==> config.mk <==
export PLATFORM = sky130hd
export DESIGN_NAME = retro_bus_stall_flat
export DESIGN_NICKNAME = d
export VERILOG_FILES = /design/src/rtl/retro_bus_stall_if.sv /design/src/rtl/retro_bus_stall.sv /design/src/flat_wrapper.sv
export SDC_FILE = /design/constraint.sdc
export NUM_CORES = 1
export LEC_CHECK = 0
export CAP_MARGIN = 20
export CORE_UTILIZATION = 40
export DETAILED_ROUTE_END_ITERATION = 10
export GPL_ROUTABILITY_DRIVEN = 0
export HOLD_SLACK_MARGIN = 0.02
export PLACE_DENSITY_LB_ADDON = 0.08
export RECOVER_POWER = 25
export SKIP_CTS_REPAIR_TIMING = 1
export SYNTH_ARGS = -nofsm -noshare
export SYNTH_HDL_FRONTEND = slang
export SYNTH_SLANG_ARGS = --single-unit
==> constraint.sdc <==
create_clock -name Clk -period 3.07 [get_ports Clk]
set_clock_uncertainty 0.2 [all_clocks]
set_input_delay 0.614 -clock Clk [delete_from_list [all_inputs] [get_ports Clk]]
set_output_delay 0.614 -clock Clk [all_outputs]
set_load 0.05 [all_outputs]
==> src/rtl/retro_bus_stall_if.sv <==
// Core-side and memory-side bus bundle for retro_bus_stall.
// The slave modport is the adapter's view; master is the core/memory side.
interface retro_bus_stall_if #(
  parameter int AddrWidth = 24,
  parameter int DataWidth = 8
);
  logic                 ClkEn;
  logic                 CoreRd;
  logic                 CoreWr;
  logic [AddrWidth-1:0] CoreAddr;
  logic [DataWidth-1:0] CoreWData;
  logic [DataWidth-1:0] CoreRData;
  logic                 Delay;
  logic                 MemReq;
  logic                 MemWe;
  logic [AddrWidth-1:0] MemAddr;
  logic [DataWidth-1:0] MemWData;
  logic                 MemReady;
  logic                 MemRValid;
  logic [DataWidth-1:0] MemRData;

  modport slave (
    input  ClkEn, CoreRd, CoreWr, CoreAddr, CoreWData, MemReady, MemRValid, MemRData,
    output CoreRData, Delay, MemReq, MemWe, MemAddr, MemWData
  );

  modport master (
    output ClkEn, CoreRd, CoreWr, CoreAddr, CoreWData, MemReady, MemRValid, MemRData,
    input  CoreRData, Delay, MemReq, MemWe, MemAddr, MemWData
  );
endinterface

==> src/rtl/retro_bus_stall.sv <==
// Core bus adapter: posts writes through a 2-entry FIFO, stalls the core via
// Delay on reads and on write overflow, and tracks stall statistics.
module retro_bus_stall #(
  parameter int AddrWidth     = 24,
  parameter int DataWidth     = 8,
  parameter int TimeoutCycles = 4096
) (
  input  logic        Clk,
  input  logic        Reset,
  retro_bus_stall_if.slave bus,
  output logic [31:0] StallCount,
  output logic        Timeout
);

  localparam int ToW = $clog2(TimeoutCycles + 1);

  typedef enum logic [2:0] {IDLE, WFULL, RDRAIN, RISSUE, RWAIT} state_t;

  state_t               state_q;
  logic [AddrWidth-1:0] fifo_addr_q [2];
  logic [DataWidth-1:0] fifo_data_q [2];
  logic [AddrWidth-1:0] fifo_addr_d [2];
  logic [DataWidth-1:0] fifo_data_d [2];
  logic [1:0]           cnt_q, cnt_d, cnt_pop;
  logic [AddrWidth-1:0] hold_addr_q, rd_addr_q;
  logic [DataWidth-1:0] hold_data_q, rdata_q;
  logic                 delay_q;
  logic [31:0]          stall_q;
  logic [ToW-1:0]       to_cnt_q;
  logic                 timeout_q;

  logic                 rd_phase, wr_valid, pop, push, sample, core_wr, core_rd;
  logic                 fwd_hit;
  logic [DataWidth-1:0] fwd_data, push_data;
  logic [AddrWidth-1:0] push_addr;

  // The read owns the memory port only while it is being issued/awaited.
  assign rd_phase = (state_q == RISSUE) || (state_q == RWAIT);
  assign wr_valid = (cnt_q != 2'd0) && !rd_phase;
  assign pop      = wr_valid && bus.MemReady;
  assign cnt_pop  = cnt_q - {1'b0, pop};
  assign sample   = bus.ClkEn && (state_q == IDLE);
  assign core_wr  = sample && bus.CoreWr;
  assign core_rd  = sample && bus.CoreRd && !bus.CoreWr;

  assign bus.MemReq    = rd_phase ? (state_q == RISSUE) : (cnt_q != 2'd0);
  assign bus.MemWe     = wr_valid;
  assign bus.MemAddr   = rd_phase ? rd_addr_q : fifo_addr_q[0];
  assign bus.MemWData  = fifo_data_q[0];
  assign bus.Delay     = delay_q;
  assign bus.CoreRData = rdata_q;
  assign StallCount    = stall_q;
  assign Timeout       = timeout_q;

  // Newest matching entry wins, so slot 1 is checked last.
  always_comb begin
    fwd_hit  = 1'b0;
    fwd_data = fifo_data_q[0];
    if (cnt_q != 2'd0 && fifo_addr_q[0] == bus.CoreAddr) begin
      fwd_hit  = 1'b1;
      fwd_data = fifo_data_q[0];
    end
    if (cnt_q == 2'd2 && fifo_addr_q[1] == bus.CoreAddr) begin
      fwd_hit  = 1'b1;
      fwd_data = fifo_data_q[1];
    end
  end

  always_comb begin
    push      = 1'b0;
    push_addr = bus.CoreAddr;
    push_data = bus.CoreWData;
    if (state_q == WFULL) begin
      push      = pop;
      push_addr = hold_addr_q;
      push_data = hold_data_q;
    end else if (core_wr && cnt_pop != 2'd2) begin
      push = 1'b1;
    end
  end

  always_comb begin
    fifo_addr_d = fifo_addr_q;
    fifo_data_d = fifo_data_q;
    cnt_d       = cnt_pop;
    if (pop) begin
      fifo_addr_d[0] = fifo_addr_q[1];
      fifo_data_d[0] = fifo_data_q[1];
    end
    if (push) begin
      fifo_addr_d[cnt_pop[0]] = push_addr;
      fifo_data_d[cnt_pop[0]] = push_data;
      cnt_d                   = cnt_pop + 2'd1;
    end
  end

  always_ff @(posedge Clk) begin
    if (Reset) begin
      fifo_addr_q <= '{default: '0};
      fifo_data_q <= '{default: '0};
      cnt_q       <= 2'd0;
    end else begin
      fifo_addr_q <= fifo_addr_d;
      fifo_data_q <= fifo_data_d;
      cnt_q       <= cnt_d;
    end
  end

  always_ff @(posedge Clk) begin
    if (Reset) begin
      state_q     <= IDLE;
      delay_q     <= 1'b0;
      rdata_q     <= '0;
      rd_addr_q   <= '0;
      hold_addr_q <= '0;
      hold_data_q <= '0;
    end else begin
      case (state_q)
        IDLE: begin
          if (core_wr && cnt_pop == 2'd2) begin
            state_q     <= WFULL;
            delay_q     <= 1'b1;
            hold_addr_q <= bus.CoreAddr;
            hold_data_q <= bus.CoreWData;
          end else if (core_rd) begin
            if (fwd_hit) begin
              rdata_q <= fwd_data;
            end else begin
              rd_addr_q <= bus.CoreAddr;
              delay_q   <= 1'b1;
              state_q   <= (cnt_pop != 2'd0) ? RDRAIN : RISSUE;
            end
          end
        end
        WFULL: begin
          if (pop) begin
            state_q <= IDLE;
            delay_q <= 1'b0;
          end
        end
        RDRAIN: begin
          if (cnt_pop == 2'd0) state_q <= RISSUE;
        end
        RISSUE: begin
          if (bus.MemReady) state_q <= RWAIT;
        end
        RWAIT: begin
          if (bus.MemRValid) begin
            rdata_q <= bus.MemRData;
            delay_q <= 1'b0;
            state_q <= IDLE;
          end
        end
        default: begin
          state_q <= IDLE;
          delay_q <= 1'b0;
        end
      endcase
    end
  end

  always_ff @(posedge Clk) begin
    if (Reset) begin
      stall_q   <= '0;
      to_cnt_q  <= '0;
      timeout_q <= 1'b0;
    end else begin
      if (delay_q && stall_q != '1) stall_q <= stall_q + 32'd1;
      if (!delay_q) to_cnt_q <= '0;
      else if (to_cnt_q != ToW'(TimeoutCycles)) to_cnt_q <= to_cnt_q + ToW'(1);
      if (delay_q && to_cnt_q == ToW'(TimeoutCycles - 1)) timeout_q <= 1'b1;
    end
  end

endmodule
==> src/flat_wrapper.sv <==
// flat-port wrapper written by rule: the top's interface ports become plain ports
module retro_bus_stall_flat 
#(
  parameter int AddrWidth     = 24,
  parameter int DataWidth     = 8,
  parameter int TimeoutCycles = 4096
)
  (Clk, Reset, StallCount, Timeout, bus_ClkEn, bus_CoreRd, bus_CoreWr, bus_CoreAddr, bus_CoreWData, bus_MemReady, bus_MemRValid, bus_MemRData, bus_CoreRData, bus_Delay, bus_MemReq, bus_MemWe, bus_MemAddr, bus_MemWData);
  retro_bus_stall_if #(.AddrWidth(AddrWidth), .DataWidth(DataWidth)) bus_i ();
  input  logic Clk;
  input  logic Reset;
  output logic [31:0] StallCount;
  output logic Timeout;
  input wire logic [$bits(bus_i.ClkEn)-1:0] bus_ClkEn;
  input wire logic [$bits(bus_i.CoreRd)-1:0] bus_CoreRd;
  input wire logic [$bits(bus_i.CoreWr)-1:0] bus_CoreWr;
  input wire logic [$bits(bus_i.CoreAddr)-1:0] bus_CoreAddr;
  input wire logic [$bits(bus_i.CoreWData)-1:0] bus_CoreWData;
  input wire logic [$bits(bus_i.MemReady)-1:0] bus_MemReady;
  input wire logic [$bits(bus_i.MemRValid)-1:0] bus_MemRValid;
  input wire logic [$bits(bus_i.MemRData)-1:0] bus_MemRData;
  output wire logic [$bits(bus_i.CoreRData)-1:0] bus_CoreRData;
  output wire logic [$bits(bus_i.Delay)-1:0] bus_Delay;
  output wire logic [$bits(bus_i.MemReq)-1:0] bus_MemReq;
  output wire logic [$bits(bus_i.MemWe)-1:0] bus_MemWe;
  output wire logic [$bits(bus_i.MemAddr)-1:0] bus_MemAddr;
  output wire logic [$bits(bus_i.MemWData)-1:0] bus_MemWData;
  assign bus_i.ClkEn = bus_ClkEn;
  assign bus_i.CoreRd = bus_CoreRd;
  assign bus_i.CoreWr = bus_CoreWr;
  assign bus_i.CoreAddr = bus_CoreAddr;
  assign bus_i.CoreWData = bus_CoreWData;
  assign bus_i.MemReady = bus_MemReady;
  assign bus_i.MemRValid = bus_MemRValid;
  assign bus_i.MemRData = bus_MemRData;
  assign bus_CoreRData = bus_i.CoreRData;
  assign bus_Delay = bus_i.Delay;
  assign bus_MemReq = bus_i.MemReq;
  assign bus_MemWe = bus_i.MemWe;
  assign bus_MemAddr = bus_i.MemAddr;
  assign bus_MemWData = bus_i.MemWData;
  retro_bus_stall #(.AddrWidth(AddrWidth), .DataWidth(DataWidth), .TimeoutCycles(TimeoutCycles)) u_core (.Clk(Clk), .Reset(Reset), .bus(bus_i), .StallCount(StallCount), .Timeout(Timeout));
endmodule
==> impl_metrics.yaml, run 1 <==
outcome:
  outcome: "finished, final reports clean"
layout:
  multiInputGateArea_mm2: 0.00496
  fillers: 2164
  seqCellArea_mm2: 0.00360
  nets: 1233
  area_growth_pct: 27.1
  drive_gt1_share_pct: 17.4
  diodes: 0
power:
  pwr_density_cell_mw_per_mm2: 722
  p_leak_nw: 4.23
  finalPower_mw: 8.24
  ir_worst_vdd_mv: 0.365
worst_setup_path:
  r2r_end: "u_core.fifo_addr_q[40]"
  crit_start: "bus_CoreAddr[3]"
  path_cells: "clkdlybuf4s50_1 > xor2_1 > nor4_1 > buf_4 > nand4_1 > nand4b_1 > buf_4 > or3_1 > a41o_1"
  slowest_stage: "clkdlybuf4s50_1"
  end_kind: "flip-flop"
  reg2regPathDepth: 7
  endpoint: "u_core.bus.CoreRData[2]"
  r2r_start: "u_core.cnt_q[1]"
  slowest_delay_ns: 0.57
  crit_buf_inv: 3
  critical_path_arrival_ns: 3.09
  crit_required_ns: 3.19
  start_kind: "input pin"
  cp_num_cells: 9
  rrSetupSlack_ns: 0.28
  setup.worst_path.class: "input pin to flip-flop"
  worst-path-max-fanout: 15
  cp_top_family: "simple AND/OR/NAND/NOR gates"
  crit_path_frequent_cell: "buf_4"
routing:
  vias_per_cell: 5.42
  finalWirelength_um: 25700
  first_pass_iters: 5
  route.detailed.drc: 0
  ant_nets: 0
  wl_per_cell_um: 17.4
  drt_iter0_drc: 527
  vias: 7991
global_route:
  grt_overflow: 0
  grt_pass1_wl_um: 41200
  grt_pass1_vias: 7468
  grt_max_degree: 69
  grt_usage_pct: 22.2
  antenna_found_initial: 0
sta:
  timing.final.crit_share_pct: 96.8
  hold_viol_final: 0
  tns_ns: 0
  rsz0062_at_grt: "false"
  finalCriticalPeriod_ns: 2.97
  max_freq_mhz: 337
  relSlewSlack_pct: 35.0
  worst_pin_slew_ns: 0.974
  drv_slew: 0
  final-setup-viol-count: 0
logic_synthesis:
  syn_avg_cell_area_um2: 8.55
  syn_area_mm2: 0.00898
  synthCells: 1050
  synth_area_leaders: "dfxtp_1 40%, mux2_2 7.1%, xor2_1 6.0%"
  ys_types: 54
  ys_warn_count: 0
  synth_ff_type: "dfxtp_1"
  ys_seq_area_share_pct: 40.1
  async_flop_share_pct: 0
  yosysTopAreaCell: "dfxtp_1"
  synth_most_common_cell: "dfxtp_1"
  synth-edff-count: 0
  synthTopCellsByCount: "180 x dfxtp_1, 111 x nor2_1, 101 x a21oi_1, 100 x nand2_1, 61 x xor2_1"
  synth-seq-cells: 180
  netlist.area_leader.share_pct: 40.1
  synth_nets: 1102
clocking:
  cts_made_buffers: 17
  clk_latency_ns: 0.43
  root_buffer: "clkbuf_16"
  clock_path_buffers: 2
  cts_tree: "done"
  cts.clk_slew.worst_paths_ns: 0.07
  cts.sinks: 180
  htree_levels: 4
floorplan:
  rows: 54
  die_h_um: 152
  initial_core_util_pct: 41.0
  die_w_um: 152
  ios: 123
  die_area_mm2: 0.0230
  coreArea_mm2: 0.0219
placement:
  hpwl_um: 17300
  port_buffers: 122
flow_run:
  maxCapViolCount: 0
hold_path:
  min_from: "u_core.hold_addr_q[17]"
  hold_path_class: "flip-flop to flip-flop"
-- cell type report --
type | instances | share of cell area (%)
Inverter | 22 | 0.724
Multi-Input combinational cell | 762 | 43.5
Tap cell | 280 | 3.07
Clock buffer | 20 | 4.09
Clock inverter | 12 | 1.04
Sequential cell | 180 | 31.6
Timing Repair Buffer | 198 | 16.0
-- stage by stage --
step / worst slack (ns) / hold slack [ns] / cells / utilization, % / area, um2
after CTS: -0.0104 / 0.256 / 1474 / 52.1 / 11400
after detailed placement: -0.374 / 0.246 / 1442 / 49.4 / 10800
after global routing: 0.00857 / 0.272 / 1474 / 52.1 / 11400
after floorplan: 0.0210 / 0.236 / 1050 / - / 8990
final: 0.0988 / 0.254 / 1474 / 52.1 / 11400
after global placement: -0.356 / 0.242 / 1442 / 49.4 / 10800
-- cell families after synthesis --
group,Yosys count,synth area share (%)
adder cells (fa/ha/maj),5,0.697
multiplexers,90,10.8
AND/OR/NAND/NOR,349,18.3
XOR/XNOR,83,8.10
buffers and inverters,108,5.10
AO/OA/AOI/OAI,235,16.8
flip-flops,180,40.1
-- cell usage in the layout, fill, tap and decap left out, drive strengths merged, types with 25 or more instances in the layout --
cell and count:
inv 25, mux2i 33, xor2 61, nor2 112, nand3 42, a21oi 101, buf 100, dfxtp 180
clkdlybuf4s50 72, nand2 100, a211oi 33, a311oi 32, mux2 57, o21ai 37
-- report_power, final --
| part | internal [mW] | switching, mW |
|---|---|---|
| Sequential | 2.65 | 0.259 |
| Clock | 1.20 | 1.00 |
| Combinational | 1.21 | 1.92 |
| Total | 5.06 | 3.18 |
-- worst min-delay path by stage --
stage,slack (ns),depth (start not counted),endpoint
final,0.25,2,u_core.hold_addr_q[17]
after global routing,0.27,2,u_core.hold_addr_q[8]
after CTS,0.26,2,u_core.hold_addr_q[8]
after detailed placement,0.25,2,u_core.hold_addr_q[8]
after global placement,0.24,2,u_core.hold_data_q[0]
after floorplan,0.24,2,u_core.hold_addr_q[0]
-- per-layer routing --
layer  vias to the layer above  GRT usage [%]  wire [um]
met1                      3811           31.7      12900
li1                       4014              -          -
met2                       151           34.9      11700
met4                         0           4.52        189
met3                        15           3.79        937
met5                         -              0          0
-- worst register-to-register path: cells and delay by family, from the launching register on --
family / cells / cell delay (ns)
adder cells (fa/ha/maj): 1 / 0.34
AND/OR/NAND/NOR: 1 / 0.37
flip-flops: 1 / 0.42
AO/OA/AOI/OAI: 3 / 0.56
buffers and inverters: 2 / 0.83
Power figures use the tool's default switching activity.
==> run 2: changes to the inputs <==
--- a/config.mk
+++ b/config.mk
@@ -5,7 +5,6 @@
 export SDC_FILE = /design/constraint.sdc
 export NUM_CORES = 1
 export LEC_CHECK = 0
-export CAP_MARGIN = 20
 export CORE_UTILIZATION = 40
 export DETAILED_ROUTE_END_ITERATION = 10
 export GPL_ROUTABILITY_DRIVEN = 0
==> results of run 2 <==
Same layout as run 1: the final DEF is identical, and so are final timing and power.
